<file path="src/rtl/erc_pkg.sv">
// Shared types and constants for the exhaustive response checker.
// Holds the FSM encoding, the default input count and the MISR polynomial and seed.
package erc_pkg;

  localparam int N_IN_DEF = 5;

  // x^16 + x^12 + x^5 + 1, with the x^16 term implied by the shift-out bit
  localparam logic [15:0] MISR_POLY = 16'h1021;
  localparam logic [15:0] MISR_SEED = 16'hFFFF;

  typedef enum logic [1:0] {
    IDLE    = 2'd0,
    COLLECT = 2'd1,
    EVAL    = 2'd2,
    DONE    = 2'd3
  } state_t;

  function automatic logic [15:0] misr_next(input logic [15:0] cur, input logic [15:0] din);
    logic [15:0] shifted;
    shifted = {cur[14:0], 1'b0} ^ (cur[15] ? MISR_POLY : 16'h0000);
    return shifted ^ din;
  endfunction

endpackage

</file>
<file path="src/rtl/erc_misr.sv">
// 16-bit multiple-input signature register; clr reloads the seed, en folds din in.
// One-cycle update, no backpressure: every enabled cycle is absorbed.
module erc_misr
  import erc_pkg::*;
(
  input  logic        clk,
  input  logic        rst_n,
  input  logic        clr,
  input  logic        en,
  input  logic [15:0] din,
  output logic [15:0] sig
);

  always_ff @(posedge clk or negedge rst_n) begin
    if (!rst_n) begin
      sig <= MISR_SEED;
    end else if (clr) begin
      sig <= MISR_SEED;
    end else if (en) begin
      sig <= misr_next(sig, din);
    end
  end

endmodule

</file>
<file path="config.mk">
export PLATFORM = sky130hd
export DESIGN_NAME = erc_misr
export DESIGN_NICKNAME = d
export VERILOG_FILES = /design/src/rtl/erc_pkg.sv /design/src/rtl/erc_misr.sv
export SDC_FILE = /design/constraint.sdc
export NUM_CORES = 1
export LEC_CHECK = 0
export CAP_MARGIN = 20
export CORE_ASPECT_RATIO = 1.5
export CORE_MARGIN = 2
export CORE_UTILIZATION = 30
export DETAILED_ROUTE_END_ITERATION = 6
export PLACE_DENSITY = 0.74
export SYNTH_ARGS = -nofsm -noshare
export SYNTH_HDL_FRONTEND = slang
export SYNTH_SLANG_ARGS = --single-unit
</file>
<file path="constraint.sdc">
create_clock -name clk -period 1.4 [get_ports clk]
set_clock_uncertainty 0.05 [all_clocks]
set_input_delay 0.21 -clock clk [delete_from_list [all_inputs] [get_ports clk]]
set_output_delay 0.21 -clock clk [all_outputs]
set_load 0.005 [all_outputs]
</file>
; ---- Yosys cells after proc, flatten, opt, wreduce, memory -nomap -nowiden
; Index checks and enable logic that the tools add are counted.
[classes]
n_addsub = 0
mul = 0
div_mod_pow = 0
magnitude_cmp = 0
n_eq_ne = 0
shifts = 0
mux = 3
bitwise = 2
reduce_logical = 1
[ops]
columns = operator, n
row1 = $mux 16, 2
row2 = $xor 16x13->16, 1
row3 = $xor 16x16->16, 1
row4 = $mux 13, 1
row5 = $reduce_bool 2->1, 1
[word_totals]
regBits = 16
latch_bits = 0
mem_bits_rw = 0
mem_bits_ro = 0
mem_count = 0

; ---- Logic depth before layout (Yosys ltp)
[depth]
word_depth = 5
mapped_depth = 3
mapped_depth_nobuf = 2

; ---- Worst setup path before layout
; OpenSTA, ideal clock, no wires.
[synth_path]
path_type = register -> register
start = register sig[15]
end = register sig[5]
arrival_time_ps = 1241
required_ps = 1268
slack_ps = 27
stages_incl_launch_ff = 3
n_path_buf = 0
path_cell_list = dfstp_2 -> xor3_1 -> a211o_1
[synth_between]
elab_chain_cells = 5
[synth_lines]
columns = item, line_no
row1 = start: declaration, erc_misr.sv:11  ; output logic [15:0] sig
row2 = start signal: assignment, erc_misr.sv:20  ; sig <= misr_next(sig, din);
row3 = $mux 13, erc_pkg.sv:20  ; shifted = {cur[14:0], 1'b0} ^ (cur[15] ? MISR_POLY : 16'h0000);
row4 = $xor 16x13->16, erc_pkg.sv:20
row5 = $xor 16x16->16, erc_pkg.sv:21  ; return shifted ^ din;
row6 = $mux 16, erc_misr.sv:19  ; end else if (en) begin
row7 = $mux 16, erc_misr.sv:17  ; end else if (clr) begin
; Every way passes these cells. The select of a mux whose other input is x is not followed.
; A chain may end at the register's enable or synchronous reset.

; ---- Worst setup path in the final report
[layout_path]
start = register sig[4]
end = register sig[5]
[layout_between]
elab_chain_cells = 4
[layout_lines]
columns = item, line_no
row1 = $xor 16x13->16, erc_pkg.sv:20
row2 = $xor 16x16->16, erc_pkg.sv:21
row3 = $mux 16, erc_misr.sv:19
row4 = $mux 16, erc_misr.sv:17
; Every way passes these cells. The select of a mux whose other input is x is not followed.

==> flow_summary_export.csv <==
group,metric,value,unit
outcome,status,"finished, final reports clean",
route,first_pass_iters,3,
timing,setup_violations,0,
setup_path,start_kind,"flop",
route,drt-initial-drc-count,19,
synthesis,synthTopCellsByCount,"a211o_1, dfstp_2, nor2b_1",
clock_tree,h-tree-depth,1,
floorplanning,die_area,3300,sq um
timing,worst_slack,42.0,ps
route,ant_nets,0,
cells_and_area,largest_reg_flops,16,
place,numPortBuffers,35,
clock_tree,clkTransAtPathRegs,60,ps
setup_path,reg2reg_to,"sig[5]",
clock_tree,cts_root_buf,"clkbuf_8",
run,cap_violations,0,
cells_and_area,fin_nets,136,
clock_tree,tritoncts,"done",
timing,fin_crit_sh,97.0,%
timing,holdWs,448,ps
power_and_ir_drop,total_power,1.29,mW
setup_path,reg2reg_slack,40,ps
setup_path,max_stage_delay,540,ps
synthesis,yosys-top-cells-area,"dfstp_2, a211o_1, xor2_1",
floorplanning,core_area,2710,sq um
global_route,grt_usage,13.0,%
hold_path,hp-class,"in2async",
floorplanning,rows,23,
synthesis,syn_area_per_cell,12.4,sq um
cells_and_area,fin_cells,152,
place,hpwl,1360,um
synthesis,netlist.area_leader.share,49.1,%
synthesis,syn_area,856,sq um
timing,rsz0062_at_grt,"no",
setup_path,critical_path_class,"reg2reg",
place,dp_cells,140,
synthesis,seq_area_frac_synth,49.1,%
cells_and_area,top_register,"sig",
route,drc,0,
power_and_ir_drop,cellLeakagePower,0.572,nW
power_and_ir_drop,ir_drop,474,uV
timing,slew_viol_final,0,
cells_and_area,drive_gt1_share,28.7,%
synthesis,synth_nets,89,
synthesis,synth_async_sr_flop_share,100,%
timing,tns,0,ps
setup_path,crit_path_max_fanout,2,
global_route,grt_overflow,0,
setup_path,worstPathCellList,"buf_4, xor3_1, a211o_1",
setup_path,critPathCaptureType,"flop",
floorplanning,ios,36,
synthesis,synth_cell_types,8,
synthesis,synthAdderAreaFrac,0,%
clock_tree,cts_buffers,3,
global_route,grt_pass1_wl,3100,um
route,wl_per_cell,12.8,um
clock_tree,clk_path_buf_depth,2,
synthesis,synth_ff_type,"dfstp_2",
clock_tree,cts_hold_buf,0,
floorplanning,initial_core_util,31.6,%
setup_path,crit_slowest_cell,"dfstp_2",
setup_path,r2r.worst_path.cells,3,
setup_path,timing.rr.start,"sig[4]",
synthesis,synth-edff-count,0,
timing,min_period,1360,ps
global_route,antenna_found_initial,0,
synthesis,ys_ff_latch,16,
setup_path,cp.required,1530,ps
cells_and_area,syn2layout_area_growth,59.8,%
global_route,grt_max_degree,33,
place,post-place-ws,6.69,ps
synthesis,synth_top_cell_by_area,"dfstp_2",
synthesis,synth_warnings,0,
route,vias,688,
setup_path,crit_arrival,1490,ps
global_route,grt_pass1_vias,722,
timing,max_slew_margin,85.9,%
timing,tightest_slew,211,ps
floorplanning,die_w,47.6,um
floorplanning,die_h,69.4,um
synthesis,synthMuxAreaShare,0,%
synthesis,syn_inst,69,
route,via_per_inst,4.53,
timing,fmax,736,MHz
synthesis,synth_compound_area_share,16.4,%
place,gp_congestion,0.713,
cells_and_area,antennaDiodeCount,0,
cells_and_area,reg_top3,"sig (16)",
synthesis,synth-simple-area-share,12.0,%
synthesis,synth-xor-area-share,19.9,%
synthesis,synth_top_family_by_area,"XOR/XNOR gates",
power_and_ir_drop,power.density,940,nW/um^2
clock_tree,clkSinkCount,16,
clock_tree,clock_latency,250,ps
timing,hold_viol_final,0,
route,drt-total-wl,1940,um
-- logic make-up (layout without fill, tap and decap cells) --
family,after synthesis,in the layout
buffers and inverters,5,51
DFF,16,16
AOI/OAI and AO/OA,16,16
xor gates and xnor gates,16,16
and+or+nand+nor,16,16
-- per-layer routing --
layer	share of wire, %	up-vias	GRT usage, %
li1	-	328	-
met1	40	333	15.0
met2	51	21	20.0
met3	5.6	6	3.65
met4	3.0	0	8.41
met5	0	-	0
-- worst max-delay path by stage --
stage	from	to	slack [ps]	cells past startpoint
6_report	sig[4]	sig[5]	40	3
5_1_grt	sig[4]	sig[5]	10	3
4_1_cts	sig[15]	sig[5]	2	2
3_5_place_dp	en	sig[11]	7	4
3_3_place_gp	en	sig[13]	40	4
2_1_floorplan	sig[15]	sig[5]	30	2
-- power by group --
part / switching [mW] / internal (mW) / leakage (nW) / total (mW)
combinational: 0.116 / 0.204 / 0.374 / 0.319
clock: 0.157 / 0.249 / 0.0288 / 0.406
sequential: 0.0279 / 0.532 / 0.169 / 0.560
total: 0.300 / 0.985 / 0.572 / 1.29
-- final cells by class --
cell class,count,area (sq um)
Tap cell,37,46.3
Timing Repair Buffer,47,433
Clock buffer,4,55.1
Fill cell,270,1340
Multi-Input combinational cell,48,413
Sequential cell,16,420
-- stage by stage --
stage	instance area, sq um	util [%]
finish	1370	50.6
global route	1370	50.6
CTS	1360	50.3
detailed placement	1270	47.0
global placement	1270	47.0
floorplan	856	-
-- worst max-delay path: cells and delay by family, from the launching register on --
kind                      cells  cell delay [ps]
AOI/OAI and AO/OA             1              300
DFF                           1              540
buffers and inverters         1              110
xor gates and xnor gates      1              290
-- timing repair --
item	CTS	global route
setup buffers	7	1
pin swaps	2	1
endpoints found under the setup margin	17	1
resized for setup	16	0
-- cells in the final DEF, fill, tap and decap left out --
master / Yosys / final
a211o_1: 16 / 16
buf_12: 0 / 1
buf_4: 0 / 11
clkbuf_8: 0 / 4
clkdlybuf4s50_1: 0 / 19
dfstp_2: 16 / 16
dlygate4sd2_1: 0 / 16
nor2b_1: 15 / 15
nor2b_2: 1 / 1
xor2_1: 14 / 14
xor3_1: 2 / 2
Note: power is estimated with default switching activity, not from simulation.
